## src/rtl/arm_pipe_pkg.sv

```systemverilog
// Shared definitions for the ARM pipeline decode/issue logic.
// Register-index width, scoreboard counter type and the "always" condition code.
package arm_pipe_pkg;
  localparam int REG_W = 4;
  localparam int NREG  = 16;
  localparam int CNT_W = 2;

  typedef logic [CNT_W-1:0] pend_t;

  // Condition field meaning "always"; anything else reads the status register.
  localparam logic [3:0] COND_AL = 4'b1110;

  function automatic logic cond_reads_flags(input logic [3:0] cond);
    return cond != COND_AL;
  endfunction
endpackage

```

## src/rtl/id_scoreboard_ctrl_if.sv

```systemverilog
// Decode-stage issue bus: ID instruction fields and retire events in,
// hazard/flush/issue qualifiers and status out.
interface id_scoreboard_ctrl_if #(parameter int PERF_W = 32);
  import arm_pipe_pkg::*;

  logic              id_valid;
  logic [REG_W-1:0]  src1;
  logic [REG_W-1:0]  src2;
  logic              Two_src;
  logic              id_wb_en;
  logic [REG_W-1:0]  id_dest;
  logic              id_s;
  logic              id_uses_flags;
  logic              exe_sr_update;
  logic              writeBackEn;
  logic [REG_W-1:0]  Dest_wb;
  logic              branch_taken;
  logic              hazard;
  logic              flush;
  logic              issue;
  logic              pending_any;
  logic [PERF_W-1:0] stall_count;
  logic              sb_error;

  modport master (
    output id_valid, src1, src2, Two_src, id_wb_en, id_dest, id_s, id_uses_flags,
           exe_sr_update, writeBackEn, Dest_wb, branch_taken,
    input  hazard, flush, issue, pending_any, stall_count, sb_error
  );

  modport slave (
    input  id_valid, src1, src2, Two_src, id_wb_en, id_dest, id_s, id_uses_flags,
           exe_sr_update, writeBackEn, Dest_wb, branch_taken,
    output hazard, flush, issue, pending_any, stall_count, sb_error
  );
endinterface

```

## src/rtl/id_scoreboard_ctrl_sb_counter.sv

```systemverilog
// Saturating up/down pending counter; o_err pulses when an update would
// overflow or underflow, and the count holds instead of wrapping.
module sb_counter #(
  parameter int W = 2
) (
  input  logic         clk,
  input  logic         rst,
  input  logic         i_inc,
  input  logic         i_dec,
  output logic [W-1:0] o_cnt,
  output logic         o_err
);
  localparam logic [W-1:0] MAX = '1;

  logic [W-1:0] r_cnt;
  logic         w_up;
  logic         w_dn;
  logic         w_ovf;
  logic         w_unf;

  always_comb begin
    w_up  = i_inc & ~i_dec;
    w_dn  = i_dec & ~i_inc;
    w_ovf = w_up & (r_cnt == MAX);
    w_unf = w_dn & (r_cnt == '0);
  end

  always_ff @(posedge clk) begin
    if (rst)
      r_cnt <= '0;
    else if (w_up && !w_ovf)
      r_cnt <= r_cnt + W'(1);
    else if (w_dn && !w_unf)
      r_cnt <= r_cnt - W'(1);
  end

  assign o_cnt = r_cnt;
  assign o_err = w_ovf | w_unf;
endmodule

```

## src/rtl/id_scoreboard_ctrl.sv

```systemverilog
// Decode-stage issue controller: register/flag scoreboard, stall and flush
// qualification, stall-cycle counter and sticky scoreboard error.
module id_scoreboard_ctrl #(
  parameter int NREG      = arm_pipe_pkg::NREG,
  parameter int CNT_W     = arm_pipe_pkg::CNT_W,
  parameter int WB_BYPASS = 1,
  parameter int PERF_W    = 32
) (
  input  logic                  clk,
  input  logic                  rst,
  id_scoreboard_ctrl_if.slave   bus
);
  import arm_pipe_pkg::*;

  logic [CNT_W-1:0]  w_pend [NREG];
  logic [NREG-1:0]   w_inc;
  logic [NREG-1:0]   w_dec;
  logic [NREG-1:0]   w_busy;
  logic [NREG-1:0]   w_nz;
  logic [NREG-1:0]   w_reg_err;
  logic [CNT_W-1:0]  w_flag_pend;
  logic              w_flag_inc;
  logic              w_flag_err;
  logic              w_rhaz;
  logic              w_fhaz;
  logic              w_hazard;
  logic              w_issue;
  logic [PERF_W-1:0] r_stall_count;
  logic              r_sb_error;

  for (genvar g = 0; g < NREG; g++) begin : g_reg
    sb_counter #(.W(CNT_W)) u_cnt (
      .clk   (clk),
      .rst   (rst),
      .i_inc (w_inc[g]),
      .i_dec (w_dec[g]),
      .o_cnt (w_pend[g]),
      .o_err (w_reg_err[g])
    );
  end

  sb_counter #(.W(CNT_W)) u_flag (
    .clk   (clk),
    .rst   (rst),
    .i_inc (w_flag_inc),
    .i_dec (bus.exe_sr_update),
    .o_cnt (w_flag_pend),
    .o_err (w_flag_err)
  );

  // The register file writes in the first half-cycle, so the last in-flight
  // writer retiring now no longer blocks a reader.
  always_comb begin
    w_dec  = '0;
    w_busy = '0;
    w_nz   = '0;
    for (int r = 0; r < NREG; r++) begin
      w_dec[r]  = bus.writeBackEn & (bus.Dest_wb == REG_W'(r));
      w_nz[r]   = (w_pend[r] != '0);
      w_busy[r] = w_nz[r] &
                  ~((WB_BYPASS != 0) & (w_pend[r] == CNT_W'(1)) & w_dec[r]);
    end
  end

  always_comb begin
    w_rhaz   = w_busy[bus.src1] | (bus.Two_src & w_busy[bus.src2]);
    w_fhaz   = bus.id_uses_flags & (w_flag_pend != '0);
    w_hazard = bus.id_valid & (w_rhaz | w_fhaz) & ~bus.branch_taken;
    w_issue  = bus.id_valid & ~w_hazard & ~bus.branch_taken;
  end

  always_comb begin
    w_inc = '0;
    for (int r = 0; r < NREG; r++)
      w_inc[r] = w_issue & bus.id_wb_en & (bus.id_dest == REG_W'(r));
    w_flag_inc = w_issue & bus.id_s;
  end

  always_ff @(posedge clk) begin
    if (rst) begin
      r_stall_count <= '0;
      r_sb_error    <= 1'b0;
    end else begin
      if (w_hazard)
        r_stall_count <= r_stall_count + PERF_W'(1);
      if ((|w_reg_err) || w_flag_err)
        r_sb_error <= 1'b1;
    end
  end

  assign bus.hazard      = w_hazard;
  assign bus.flush       = bus.branch_taken;
  assign bus.issue       = w_issue;
  assign bus.pending_any = (|w_nz) | (w_flag_pend != '0);
  assign bus.stall_count = r_stall_count;
  assign bus.sb_error    = r_sb_error;
endmodule

```

## src/flat_wrapper.sv

```systemverilog
// flat-port wrapper written by rule: the top's interface ports become plain ports
module id_scoreboard_ctrl_flat import arm_pipe_pkg::*;
#(
  parameter int NREG      = arm_pipe_pkg::NREG,
  parameter int CNT_W     = arm_pipe_pkg::CNT_W,
  parameter int WB_BYPASS = 1,
  parameter int PERF_W    = 32
)
  (clk, rst, bus_id_valid, bus_src1, bus_src2, bus_Two_src, bus_id_wb_en, bus_id_dest, bus_id_s, bus_id_uses_flags, bus_exe_sr_update, bus_writeBackEn, bus_Dest_wb, bus_branch_taken, bus_hazard, bus_flush, bus_issue, bus_pending_any, bus_stall_count, bus_sb_error);
  id_scoreboard_ctrl_if #(.PERF_W(PERF_W)) bus_i ();
  input  logic clk;
  input  logic rst;
  input wire logic [$bits(bus_i.id_valid)-1:0] bus_id_valid;
  input wire logic [$bits(bus_i.src1)-1:0] bus_src1;
  input wire logic [$bits(bus_i.src2)-1:0] bus_src2;
  input wire logic [$bits(bus_i.Two_src)-1:0] bus_Two_src;
  input wire logic [$bits(bus_i.id_wb_en)-1:0] bus_id_wb_en;
  input wire logic [$bits(bus_i.id_dest)-1:0] bus_id_dest;
  input wire logic [$bits(bus_i.id_s)-1:0] bus_id_s;
  input wire logic [$bits(bus_i.id_uses_flags)-1:0] bus_id_uses_flags;
  input wire logic [$bits(bus_i.exe_sr_update)-1:0] bus_exe_sr_update;
  input wire logic [$bits(bus_i.writeBackEn)-1:0] bus_writeBackEn;
  input wire logic [$bits(bus_i.Dest_wb)-1:0] bus_Dest_wb;
  input wire logic [$bits(bus_i.branch_taken)-1:0] bus_branch_taken;
  output wire logic [$bits(bus_i.hazard)-1:0] bus_hazard;
  output wire logic [$bits(bus_i.flush)-1:0] bus_flush;
  output wire logic [$bits(bus_i.issue)-1:0] bus_issue;
  output wire logic [$bits(bus_i.pending_any)-1:0] bus_pending_any;
  output wire logic [$bits(bus_i.stall_count)-1:0] bus_stall_count;
  output wire logic [$bits(bus_i.sb_error)-1:0] bus_sb_error;
  assign bus_i.id_valid = bus_id_valid;
  assign bus_i.src1 = bus_src1;
  assign bus_i.src2 = bus_src2;
  assign bus_i.Two_src = bus_Two_src;
  assign bus_i.id_wb_en = bus_id_wb_en;
  assign bus_i.id_dest = bus_id_dest;
  assign bus_i.id_s = bus_id_s;
  assign bus_i.id_uses_flags = bus_id_uses_flags;
  assign bus_i.exe_sr_update = bus_exe_sr_update;
  assign bus_i.writeBackEn = bus_writeBackEn;
  assign bus_i.Dest_wb = bus_Dest_wb;
  assign bus_i.branch_taken = bus_branch_taken;
  assign bus_hazard = bus_i.hazard;
  assign bus_flush = bus_i.flush;
  assign bus_issue = bus_i.issue;
  assign bus_pending_any = bus_i.pending_any;
  assign bus_stall_count = bus_i.stall_count;
  assign bus_sb_error = bus_i.sb_error;
  id_scoreboard_ctrl #(.NREG(NREG), .CNT_W(CNT_W), .WB_BYPASS(WB_BYPASS), .PERF_W(PERF_W)) u_core (.clk(clk), .rst(rst), .bus(bus_i));
endmodule
```

## config.mk

```make
export PLATFORM = sky130hd
export DESIGN_NAME = id_scoreboard_ctrl_flat
export DESIGN_NICKNAME = d
export VERILOG_FILES = /design/src/rtl/arm_pipe_pkg.sv /design/src/rtl/id_scoreboard_ctrl_if.sv /design/src/rtl/id_scoreboard_ctrl_sb_counter.sv /design/src/rtl/id_scoreboard_ctrl.sv /design/src/flat_wrapper.sv
export SDC_FILE = /design/constraint.sdc
export NUM_CORES = 1
export LEC_CHECK = 0
export CORE_ASPECT_RATIO = 0.9
export CORE_MARGIN = 3
export CORE_UTILIZATION = 25
export DETAILED_ROUTE_END_ITERATION = 12
export HOLD_SLACK_MARGIN = 0.03
export PLACE_DENSITY = 0.44
export SYNTH_ARGS = -nofsm -noshare
export SYNTH_HDL_FRONTEND = slang
export SYNTH_SLANG_ARGS = --single-unit
```

## constraint.sdc

```tcl
create_clock -name clk -period 3.4 [get_ports clk]
set_input_delay 0.51 -clock clk [delete_from_list [all_inputs] [get_ports clk]]
set_output_delay 0.51 -clock clk [all_outputs]
set_load 0.01 [all_outputs]
```

# Word level (Yosys, flattened, before mapping)
# Index checks and enable logic that the tools add are counted.
word_totals:
  ff_bits: 67
  inputBits: 26
  word_cells: 493
classes:
  add_sub_neg: 35
  n_lt_le_gt_ge: 2
  eq_ne: 63
  n_mux: 38
  bitwise_logic: 212
  n_reduce_logical: 124
ops:
  columns: ["cell", "count"]
  rows:
  - ["$and 1x1->1", 140]
  - ["$mux 2", 34]
  - ["$reduce_bool 2->1", 34]
  - ["$eq 4x4->1 const B", 16]
  - ["$not 1->1", 52]
  - ["$add 2x1->2 const B", 17]
  - ["$eq 2x2->1 const B", 17]
  - ["$logic_and 1x1->1", 34]
  - ["$logic_not 1->1", 34]
  - ["$logic_not 2->1", 17]
  - ["$sub 2x1->2 const B", 17]
  - ["$add 32x1->32 const B", 1]
  - ["$eq 2x1->1 const B", 16]
  - ["$eq 4x3->1 const B", 8]
  - ["$reduce_or 16->1", 2]
  - ["$or 1x1->1", 20]
  - ["$eq 4x2->1 const B", 4]
  - ["$lt 4x5->1 const B", 2]
  - ["$bmux 1 s4", 2]
  - ["$eq 4x1->1 const B", 2]
  - ["$logic_not 4->1", 2]
  - ["$mux 1", 2]
  - ["$logic_or 1x1->1", 1]

# Depth between registers and ports, before layout
# Gate-level depths: netlist (run 1).
depth:
  ltp_word: 24
  ltp_mapped: 13
  ltp_nobuf: 11

# Cells and area by module
# A second synthesis (run 1) with hierarchy kept.
hier_totals:
  cells_unflattened: 633
  area_unflattened_um2: 4715.8
modules_own_cells:
  columns: ["mod", "n_inst", "cells_per_inst", "area_per_inst_um2"]
  rows:
  - ["id_scoreboard_ctrl", 1, 395, 2737.6]
  - ["sb_counter", 17, 14, 116.4]

# Worst setup path before layout (run 1)
# Ideal clock, no wire load.
synth_timing:
  path_type: "input to output"
  startpoint: "in bus_Dest_wb[1]"
  endpoint: "out bus_issue"
  t_arrival_ps: 2441
  t_required_ps: 2890
  slack_ps: 449
  path_stages: 9
  n_path_buf: 2
  cell_sequence: "buf_4 > nand3b_4 > nor2_2 > a21oi_1 > or4b_1 > a41oi_2 > buf_2 > nand2_1 > nor2_1"
synth_via:
  elab_chain_cells: 15
synth_lines:
  columns: ["item", "line", "source"]
  rows:
  - ["start: declaration", "flat_wrapper.sv:23", "input wire logic [$bits(bus_i.Dest_wb)-1:0] bus_Dest_wb;"]
  - ["$eq 4x1->1, or another cell as far along", "id_scoreboard_ctrl.sv:58", "w_dec[r] = bus.writeBackEn & (bus.Dest_wb == REG_W'(r));"]
  - ["$and 1x1->1", "id_scoreboard_ctrl.sv:58", null]
  - ["$and 1x1->1", "id_scoreboard_ctrl.sv:61", "~((WB_BYPASS != 0) & (w_pend[r] == CNT_W'(1)) & w_dec[r]);"]
  - ["$not 1->1", "id_scoreboard_ctrl.sv:61", null]
  - ["$and 1x1->1", "id_scoreboard_ctrl.sv:60", "w_busy[r] = w_nz[r] &"]
  - ["$bmux 1 s4", "id_scoreboard_ctrl.sv:66", "w_rhaz = w_busy[bus.src1] | (bus.Two_src & w_busy[bus.src2]);"]
  - ["$mux 1 (implied by the code)", "id_scoreboard_ctrl.sv:66", null]
  - ["$and 1x1->1", "id_scoreboard_ctrl.sv:66", null]
  - ["$or 1x1->1 *", "id_scoreboard_ctrl.sv:66", null]
  - ["$or 1x1->1 *", "id_scoreboard_ctrl.sv:68", "w_hazard = bus.id_valid & (w_rhaz | w_fhaz) & ~bus.branch_taken;"]
  - ["$and 1x1->1 * (2 in series)", "id_scoreboard_ctrl.sv:68", null]
  - ["$not 1->1 *", "id_scoreboard_ctrl.sv:69", "w_issue = bus.id_valid & ~w_hazard & ~bus.branch_taken;"]
  - ["$and 1x1->1 * (2 in series)", "id_scoreboard_ctrl.sv:69", null]
  - ["end: declaration", "flat_wrapper.sv:27", "output wire logic [$bits(bus_i.issue)-1:0] bus_issue;"]
# Every way passes the cells marked *; elsewhere a longest branch is shown, timed or not. The select of a mux whose other input is x is not followed.

# Worst setup path in the final report (run 1)
layout_timing:
  startpoint: "in bus_Dest_wb[3]"
  endpoint: "out bus_issue"
# Same word-level chain as after synthesis.

==> results.md, run 1 <==
Outcome:
- The flow ran to the end, and the final reports show no timing, DRC or antenna violations.

STA:
- On the final layout, the worst clock skew is 0.01153 ns.
- The minimum period implied by the final worst setup slack is 3.328 ns.
- The timing-limited maximum frequency is 0.3005 GHz.
- The final setup violation count is 0.
- The final hold slack is 0.4984 ns.
- The worst pin sits at a relative slew slack of 0.5328.
- The measured slew at the worst slew-check pin is 0.7008 ns.
- The final count of pins violating max slew is 0.
- For the final routed database, the setup TNS stands at 0 ns.
- Setup repair after global routing left no endpoint under its margin.
- The final cycle utilization of the critical path is 0.9787.
- The final hold violation count was 0.

Global route:
- The largest net degree at the start of global routing is 32.
- For this run, the total global-route usage over all layers was measured as 0.1649.
- The number of antenna violations at the first check in global routing is 0.
- The total congestion overflow is 0.
- The global-route wire length before repair is 33.46 mm.
- The via count of the first global-routing pass came to 5935.

Clock network:
- The source-to-sink clock delay at the later pin of the worst-skew pair is 0.36 ns.
- The maximum clock insertion buffer count is 2.
- The tree is rooted in a clkbuf_16.
- The total clock sinks is 67.
- Buffers inserted to repair hold after CTS numbered 0.
- The maximum level of the CTS H-tree is 3.
- The clock tree from TritonCTS is done.
- The clock transition time at the flip-flop clock pins of the worst setup and hold paths is 0.06 ns.
- The clock buffer count from CTS is 9.

Route:
- The average via count per standard cell is 5.079.
- The residual antenna-violating net count after detailed routing is 0.
- The final routed wire length divided by cell count is 17.77 um.
- The DRC violation count after routing is 0.
- The routed design has 21.48 mm of wire.
- Detailed routing inserted a total of 6141 vias.
- The number of design-rule violations left by the first detailed-router iteration is 415.
- The first TritonRoute pass finished after 4 iterations.

Layout:
- After the last flow step, the layout net total stands at 982.
- After routing the design area is 8149 um2.
- 0 antenna diodes ended up in the layout.
- After filler insertion, the fill cell instance count of the layout stands at 2476.
- Compared with the post-synthesis result, the final layout area differs by 37.14%.
- The share of layout cells above drive strength 1 is 0.2303.

Yosys:
- The total nets after synthesis is 820.
- The Yosys step of the flow raised 0 warnings.
- The share of synthesized area in the top cell type comes to 0.2257.
- The leading area contributor after synthesis is dfxtp_1.
- Sorting the synthesized cells by how often they occur yields nor2_1, nand2_1, dfxtp_1.
- Counting flops and latches in the post-synthesis netlist gives 67.
- Synthesis produced 745 cells.
- The most used flip-flop cell after synthesis is dfxtp_1.
- The proportion of synthesized flip-flops having asynchronous set or reset is 0.
- The netlist area before placement is 5942 um2.
- By area the synthesized netlist is led by dfxtp_1, ha_1, nor2_1, nand2_1, xnor2_1.
- Counting flops with a built-in enable in the synthesized netlist gives 0.
- The number of distinct library cells after synthesis is 82.
- The synthesized area divided by synthesized cell count is 7.976 um2.
- The register area share after synthesis is 0.2257.
- Among all cell types in the netlist, the one instantiated most often is nor2_1.

Pwr:
- The power density over the cells is 274.8 nW/um2.
- The sum of internal, switching and leakage power is 2.239 mW.
- Summed over all cells, the static leakage comes to 3.066 nW.
- Across the VDD grid, the largest voltage drop is 192.5 uV.

Die:
- The initial utilization of the core area, before any placement, comes to 0.2595.
- Measured along the x axis, the die boundary spans 168.5 um.
- 63 I/O pins were placed.
- The floorplan step defined a die boundary enclosing 25660 um2.
- The cell row count is 52.
- The floorplan step defined a core boundary enclosing 22900 um2.
- The die is 152.3 um tall.

Placement:
- The routability congestion estimate from global placement is 0.8842.
- The estimated wirelength of the detail-placed design is 16.80 mm.
- The count of buffers added on input and output ports is 62.
- In this run the cell area measured after placement is 7647 um2.

Critical path:
- The worst register-to-register path ends at u_core.g_reg[10].u_cnt.o_cnt[1].
- The worst setup slack for register-to-register paths is 0.24 ns.
- The data required time at the worst endpoint is 2.89 ns.
- STA classifies the critical path endpoint as a primary output.
- Along the worst path, the maximum fanout reaches 7.
- The startpoint type of the worst setup path is an input pin.
- The origin of the critical flop-to-flop path is u_core.g_reg[15].u_cnt.o_cnt[0].
- The path depth of the worst reg2reg path is 12.
- The critical path in this run is classified as input pin to primary output.
- The arrival time of data at the critical path endpoint is 2.82 ns.

Job:
- The reported max-cap violation count is 0.

Hold path:
- The worst hold path terminates at u_core.bus.stall_count[31].
- The worst hold-check path type is register to register.
- The worst hold path begins at u_core.bus.stall_count[31].
- Counting instances, the worst hold path has a depth of 2.
## flip-flops by register name (all words and copies together) (netlist names)
register and count:
u_core.bus.stall_count 32, u_core.u_flag.o_cnt 2, u_core.g.u_cnt.o_cnt 32, u_core.bus.sb_error 1
## cells by family (layout without fill, tap and decap cells)
logic type	count (synthesis)	after routing	share of synthesized area
buf+inv	84	251	0.06717
fa+ha+maj	49	49	0.1032
flops	67	67	0.2257
mux	20	20	0.04022
xor+xnor	43	43	0.06338
simple gates	338	338	0.3182
compound gates	144	144	0.1821
## how the worst max path moves through the flow
| stage | start | end | slack, ns | cells past startpoint |
|---|---|---|---|---|
| final | bus_Dest_wb[3] | bus_issue | 0.07 | 10 |
| after global routing | bus_src1[2] | u_core.bus.sb_error | 0.003 | 12 |
| after CTS | bus_Dest_wb[0] | bus_issue | 0.002 | 10 |
| after detailed placement | bus_Dest_wb[2] | u_core.bus.sb_error | -0.58 | 12 |
| after global placement | bus_Dest_wb[2] | u_core.bus.sb_error | -0.60 | 12 |
| after floorplan | bus_Dest_wb[1] | bus_issue | 0.45 | 9 |
## worst max-delay path, stage by stage
cell and delay (ns):
clkdlybuf4s15_1 0.37, buf_4 0.22, nand2_1 0.11, nor2_4 0.14, a21oi_1 0.09, or4b_1 0.53, a41oi_2 0.31, nand2_2 0.15
nor2_4 0.14, clkdlybuf4s15_2 0.23
## stage by stage
step             util  setup WS (ns)  std cells
4_1_cts        0.3522       0.001532       1207
5_1_grt        0.3558       0.002954       1209
3_5_place_dp   0.3339        -0.5792       1188
2_1_floorplan       -         0.4488        745
3_3_place_gp   0.3339        -0.6048       1188
6_report       0.3558        0.07244       1209
## report_power, final
group | leakage [nW] | switching, mW | total [mW] | internal, mW
sequential | 0.540 | 0.00505 | 0.793 | 0.788
clock | 0.159 | 0.432 | 1.09 | 0.656
combinational | 2.37 | 0.200 | 0.358 | 0.158
## layer usage
metal | up-vias | wire length, um | track usage
met1 | 2914 | 10810 | 0.2363
met2 | 164 | 9100 | 0.2483
met3 | 23 | 1209 | 0.03917
met4 | 0 | 358 | 0.04207
met5 | - | 0 | 0
li1 | 3040 | - | -
## timing repair
action / CTS / global route
setup buffers: 3 / 1
resized for setup: 25 / 21
cloned: 0 / 1
pin swaps: 6 / 6
endpoints found under the setup margin: 26 / 32
## area by class of cell
class	count	area [um2]	share of cell area
sequential	67	1341	0.1646
tap	297	371.6	0.04560
inverter	45	168.9	0.02073
clock buffer	9	225.2	0.02764
timing repair buffer	190	1615	0.1982
clock inverter	7	105.1	0.01290
multi-input combinational	594	4322	0.5303
## layout by cell type (no fill, tap or decap), drive strengths merged, types with 27 or more instances in the layout
cell / count
nor3: 29
inv: 49
a31oi: 30
dfxtp: 67
nand2: 73
nand3: 27
nor2: 89
clkdlybuf4s50: 54
ha: 49
buf: 130
a21oi: 30
Power figures use the tool's default switching activity.
==> run 2, diff against run 1 <==
Settings changed: DONT_BUFFER_PORTS from default to 1, PLACE_DENSITY 0.44 to 0.4.
==> results.md, run 2 (synthesis results as in run 1) <==
STA:
- The final cycle utilization of the critical path came to 0.9551 (-0.02357).
- The final count of pins violating max slew is 0 (unchanged).
- The final hold violation count is 0 (unchanged).
- The measured slew at the worst slew-check pin is 0.6315 ns (-0.06936 ns).
- The headroom to the max-slew limit is 0.5758 (+0.04300).
- The timing-limited maximum frequency is 0.3079 GHz (+2.5%).
- The summed negative setup slack over all endpoints is 0 ns (unchanged).
- The minimum period implied by the final worst setup slack came to 3.247 ns (-0.08013 ns).
- The setup clock skew after layout is 0.01148 ns (-0.00005750 ns).
- The final setup violation count is 0 (unchanged).

Critical path:
- The largest fanout on the critical path is 27 (+20).
- The data required time at the worst endpoint is 2.89 ns (about the same).
- The worst setup slack for register-to-register paths is 0.22 ns (-0.02 ns).
- The worst setup path is launched from a register.
- The kind of critical path is register to primary output.
- STA classifies the critical path endpoint as a primary output.
- The arrival time of data at the critical path endpoint came to 2.74 ns (-0.08 ns).

Clock network:
- The maximum clock insertion buffer count was 2 (unchanged).
- The clock transition time at the flip-flop clock pins of the worst setup and hold paths is 0.07 ns (about the same).
- The clock buffer count from CTS was 9 (unchanged).
- The source-to-sink clock delay at the later pin of the worst-skew pair is 0.35 ns (about the same).
- The maximum level of the CTS H-tree is 3 (unchanged).
- The count of hold buffers inserted by post-cts repair is 0 (unchanged).
- The clock root buffer master is clkbuf_16.
- The clock tree from TritonCTS is done.
- The total clock sinks is 67 (unchanged).

Hold path:
- The worst hold-check path type is input pin to register.

Layout:
- From synthesis to final layout, the design area changed by 12.87%.
- The most common cell after layout, fill and taps aside is nor2_1.
- Leaving out fill and tap cells, the most frequent cells in the layout are nor2_1, nand2_1, dfxtp_1, ha_1, inv_1.
- The antenna diode count is 0 (unchanged).
- The count of filler cells inserted in the layout is 2503 (+1.1%).
- The final layout net count is 825 (-16%).
- The share of layout cells above drive strength 1 is 0.1338 (-0.09649).
- The register cell area after layout is 1341 um2 (unchanged).
- The area occupied by multi-input gates came to 4233 um2 (-2.1%).

Route:
- The average via count per standard cell is 5.436 (+7.0%).
- The final routed wire length divided by cell count is 19.56 um (+10%).
- The DRC violation count after routing is 0 (unchanged).
- The routed wire length came to 20.58 mm (-4.2%).
- The total number of vias was 5719 (-6.9%).
- The number of detailed-routing iterations run before antenna repair is 5 (+1).
- The number of design-rule violations left by the first detailed-router iteration came to 450 (+8.4%).
- The residual antenna-violating net count after detailed routing came to 0 (unchanged).

Die:
- The cell row count is 52 (unchanged).
- The die area is 25660 um2 (unchanged).
- The I/O pin count is 63 (unchanged).
- The core area came to 22900 um2 (unchanged).
- The y dimension of the die is 152.3 um (unchanged).
- The width of the die was 168.5 um (unchanged).
- The effective utilization at floorplan is 0.2595 (unchanged).

Pwr:
- The leakage component of the power is 2.321 nW (-24%).
- The sum of internal, switching and leakage power was 2.027 mW (-9.5%).
- The fraction of power consumed by combinational cells is 0.100 (-0.060).
- The switching share of total power was 0.2863 (+0.001678).
- The relative contribution of the clock network to total power is 0.508 (+0.022).
- The internal power consumption is 1.446 mW (-9.7%).
- The sequential group share of total power came to 0.392 (+0.038).
- The peak supply drop is 165.9 uV (-14%).
- The power density over the cells came to 302.2 nW/um2 (+10%).
- The net switching power figure is 0.5804 mW (-9.0%).

Placement:
- The estimated wirelength of the detail-placed design came to 15.65 mm (-6.9%).
- The count of port buffers added during placement is 0 (-100%).
- The routability congestion estimate from global placement is 0.8832 (-0.11%).

Global route:
- The total congestion overflow is 0 (unchanged).
- The via count of the first global-routing pass was 5592 (-5.8%).
- The number of antenna violations at the first check in global routing is 0 (unchanged).
- The largest net degree at the start of global routing is 68 (+110%).
- The global-route wire length before repair is 32.73 mm (-2.2%).
- The overall routing resource usage was 0.1600 (-0.004935).

Outcome:
- The flow ran to the end, and the final reports show no timing, DRC or antenna violations.

Job:
- The reported max-cap violation count came to 0 (unchanged).
-- run 2: cell count changes in the layout (fill, tap and decap cells not counted), sizes merged --
cell	delta
buf	-97
bufinv	-1
clkdlybuf4s15	-2
clkdlybuf4s50	-54
clkinv	+2
clkinvlp	-1
dlygate4sd2	-2
dlymetal6s2s	-2
-- run 2: final timing paths --
check	startpoint	to	cells past startpoint
setup / recovery	u_core.g_reg[0].u_cnt.o_cnt[1]	bus_hazard	10
hold / removal	rst	u_core.bus.stall_count[26]	1
setup reg to reg	u_core.g_reg[2].u_cnt.o_cnt[1]	u_core.g_reg[12].u_cnt.o_cnt[0]	12
hold reg to reg	u_core.g_reg[5].u_cnt.o_cnt[1]	u_core.g_reg[5].u_cnt.o_cnt[1]	2
-- run 2: metrics by stage --
| stage | utilization | hold slack (ns) | instances | setup WS [ns] | cell area (um2) |
|---|---|---|---|---|---|
| after detailed placement | 0.2749 | 0.5087 | 1028 | 0.1021 | 6296 |
| after CTS | 0.2889 | 0.2153 | 1044 | 0.04336 | 6616 |
| after floorplan | - | 0.4871 | 745 | 0.4488 | 5942 |
| final | 0.2928 | 0.2293 | 1052 | 0.1526 | 6706 |
| after global routing | 0.2928 | 0.2144 | 1052 | -0.001323 | 6706 |
| after global placement | 0.2749 | 0.5001 | 1028 | 0.1257 | 6296 |
-- run 2: cell type report --
cell class	count	area share
clock inverter	7	0.01213
clock buffer	9	0.03358
timing repair buffer	33	0.04254
tap	297	0.05541
multi-input combinational	594	0.6312
sequential	67	0.2000
inverter	45	0.02519
-- run 2: power groups by stage --
stage	combinational (mW)	sequential, mW	clock (mW)
global route	0.220	0.794	1.09
global placement	0.184	0.812	0
CTS	0.188	0.794	1.06
detailed placement	0.185	0.813	0
finish	0.204	0.794	1.03
floorplan	0.168	0.810	0
-- run 2: routing by layer --
metal	GRT usage	vias to the layer above	routed length (um)
li1	-	2737	-
met4	0.04714	0	350
met5	0	-	0
met3	0.04125	22	1377
met2	0.2508	183	9307
met1	0.2166	2777	9541
-- run 2: what timing repair did --
action                                  in CTS  in global routing
pin swaps                                    1                  3
gates resized for setup                      2                  5
setup buffers                                0                  8
gates cloned                                 0                  0
endpoints found under the setup margin       2                 20
-- run 2: worst max-delay path: stages (launching register included) --
cell	delay, ns
dfxtp_1	0.39
inv_1	0.10
ha_2	0.23
or4_1	0.56
a31oi_2	0.17
a31oi_1	0.08
a41oi_2	0.19
a41oi_2	0.08
buf_12	0.20
a21oi_2	0.17
buf_4	0.19
==> run 3, diff against run 2 <==
Clock period 3.4 ns to 3.12 ns, I/O delays scaled along.
==> results.md, run 3 (synthesis results as in run 1) <==
Outcome:
- The flow ran to the end, and the final reports show no timing, DRC or antenna violations.

Critical path:
- The startpoint identified for the worst register-to-register timing path is u_core.g_reg[2].u_cnt.o_cnt[1].
- The combined buffer and inverter count along the critical path came to 3 (unchanged).
- STA classifies the critical path endpoint as a primary output.
- On the critical path, the stage with the largest delay is an instance of or4_4.
- In this run the critical register-to-register path is captured at u_core.g_reg[12].u_cnt.o_cnt[0].
- The path depth of the worst reg2reg path is 13 (+1).
- The kind of critical path is register to primary output.
- Broken down by cell family, the worst path's largest delay share belongs to simple AND/OR/NAND/NOR gates.
- The arrival time of data at the critical path endpoint came to 2.59 ns (-0.15 ns).
- The worst setup slack for register-to-register paths is 0.13 ns (-0.09 ns).
- The largest fanout on the critical path is 7 (-74%).
- The highest cell delay on the worst timing path is 0.53 ns (-0.03 ns).
- Walking the worst path, the cells encountered are inv_1 -> ha_2 -> or4_4 -> a31o_2 -> o311ai_4 -> or3_4 -> nand2_8 -> buf_8 -> a21oi_4 -> buf_6.
- STA classifies the critical path startpoint as a register.
- The data required time at the worst endpoint is 2.65 ns (-0.24 ns).

Die:
- The die area is 25660 um2 (unchanged).
- The core area is 22900 um2 (unchanged).
- The cell row count is 52 (unchanged).
- The width of the die was 168.5 um (unchanged).
- The y dimension of the die is 152.3 um (unchanged).
- The effective utilization at floorplan is 0.2595 (unchanged).
- The I/O pin count came to 63 (unchanged).

Clock network:
- The root buffer cell chosen for the clock tree is clkbuf_16.
- The maximum clock insertion buffer count is 2 (unchanged).
- The clock transition time at the flip-flop clock pins of the worst setup and hold paths is 0.07 ns (about the same).
- The maximum level of the CTS H-tree is 3 (unchanged).
- The source-to-sink clock delay at the later pin of the worst-skew pair was 0.35 ns (about the same).
- The clock buffer count from CTS is 9 (unchanged).
- The total clock sinks came to 67 (unchanged).
- TritonCTS built the clock tree.

Layout:
- The library cells used most frequently in the layout, excluding fill and tap cells, are nor2_1, nand2_1, dfxtp_1, buf_4, ha_1.
- The count of filler cells inserted in the layout was 2478 (-1.0%).
- The area growth from synthesis to layout is 20.55%.
- The most common cell after layout, fill and taps aside is nor2_1.
- The final non-filler cell total is 1083 (+2.9%).
- The final layout net count came to 855 (+3.6%).
- The share of layout cells above drive strength 1 is 0.1987 (+0.06495).
- The final cell area excluding filler cells is 7163 um2 (+6.8%).

Hold path:
- The cell depth of the worst hold path is 1 (unchanged).
- The worst hold-check path type is input pin to register.
- The worst hold path terminates at u_core.g_reg[0].u_cnt.o_cnt[1].
- The launch instance of the worst min-delay path is rst.

STA:
- The measured slew at the worst slew-check pin was 0.7236 ns (+0.09211 ns).
- The final count of pins violating max slew came to 0 (unchanged).
- The headroom to the max-slew limit is 0.5139 (-0.06188).
- The setup clock skew after layout is 0.01275 ns (+0.001277 ns).
- Dividing the final minimum period by the clock period gives 0.9801.
- The final setup violation count is 0 (unchanged).
- The worst path in the final design needs a cycle of 3.058 ns, including I/O delays and setup.
- Setup repair after global routing could not meet its margin everywhere.
- For this run, the top clock speed supported by timing is 0.3270 GHz.
- The final hold violation count is 0 (unchanged).
- The summed negative setup slack over all endpoints was 0 ns (unchanged).

Placement:
- The instance area after placement is 6506 um2 (+3.3%).
- The count of port buffers added during placement is 0 (unchanged).
- The routability congestion estimate from global placement was 0.8784 (-0.54%).
- The estimated wirelength of the detail-placed design came to 16.23 mm (+3.7%).
- The number of placed instances with taps included is 1056 (+2.7%).

Route:
- The residual antenna-violating net count after detailed routing came to 0 (unchanged).
- The total number of vias came to 5888 (+3.0%).
- The number of detailed-routing iterations run before antenna repair is 4 (-1).
- The routed wire length is 21.57 mm (+4.8%).
- The average via count per standard cell is 5.437 (about the same).
- The DRC violation count after routing was 0 (unchanged).
- The final routed wire length divided by cell count is 19.91 um (+1.8%).
- The number of design-rule violations left by the first detailed-router iteration is 443 (-1.6%).

Global route:
- The global-route wire length before repair is 33.31 mm (+1.8%).
- The largest net degree at the start of global routing came to 68 (unchanged).
- The number of antenna violations at the first check in global routing is 1 (+1).
- The total congestion overflow is 0 (unchanged).
- The overall routing resource usage is 0.1632 (+0.003186).
- The via count of the first global-routing pass was 5761 (+3.0%).

Pwr:
- The peak supply drop is 189.9 uV (+14%).
- The leakage component of the power was 2.518 nW (+8.5%).
- The power density over the cells is 324.5 nW/um2 (+7.4%).
- The sum of internal, switching and leakage power is 2.325 mW (+15%).

Job:
- The reported max-cap violation count is 0 (unchanged).
-- run 3: routing by layer --
layer  part of all wire  wire length [um]  global-route usage  vias to the layer above
met2               0.44              9503              0.2529                      206
met5                  0                 0                   0                        -
met4              0.021               454             0.04947                        0
met3              0.068              1469             0.03035                       28
met1               0.47             10140              0.2299                     2856
li1                   -                 -                   -                     2798
-- run 3: layout make-up --
type / count / area, um2 / share of cell area
diodes: 1 / 2.502 / 0.0003493
clock buffers: 9 / 225.2 / 0.03144
clock inverters: 7 / 106.4 / 0.01485
inverters: 45 / 168.9 / 0.02358
multi-input cells: 594 / 4404 / 0.6148
flip-flops and latches: 67 / 1346 / 0.1879
well taps: 297 / 371.6 / 0.05188
repair buffers: 63 / 538.0 / 0.07511
-- run 3: what timing repair did --
item | 4_1_cts | 5_1_grt
pin swaps | 6 | 12
hold buffers | 0 | 0
buffers inserted | 9 | 0
endpoints found under the setup margin | 24 | 36
resized for setup | 19 | 30
gates cloned | 0 | 1
-- run 3: stage by stage --
step / hold slack (ns) / setup slack (ns) / utilization
2_1_floorplan: 0.4871 / 0.2528 / -
5_1_grt: 0.1788 / -0.03094 / 0.3128
3_3_place_gp: 0.4992 / -0.1835 / 0.2841
6_report: 0.1868 / 0.06199 / 0.3128
3_5_place_dp: 0.5068 / -0.1777 / 0.2841
4_1_cts: 0.1763 / 0.0006981 / 0.3049
-- run 3: power by group --
group	leakage, nW	switching (mW)	internal [mW]
clock	0.163	0.483	0.717
combinational	1.81	0.157	0.102
sequential	0.542	0.00707	0.859
-- run 3: worst max-delay path by stage --
stage | from | depth (start not counted) | to | slack, ns
floorplan | bus_Dest_wb[1] | 9 | bus_issue | 0.25
CTS | u_core.g_reg[2].u_cnt.o_cnt[1] | 11 | bus_issue | 0.0007
detailed placement | u_core.g_reg[2].u_cnt.o_cnt[1] | 12 | u_core.bus.sb_error | -0.18
finish | u_core.g_reg[0].u_cnt.o_cnt[0] | 10 | bus_hazard | 0.06
global route | u_core.g_reg[6].u_cnt.o_cnt[1] | 11 | bus_issue | -0.03
global placement | u_core.g_reg[2].u_cnt.o_cnt[1] | 12 | u_core.bus.sb_error | -0.18
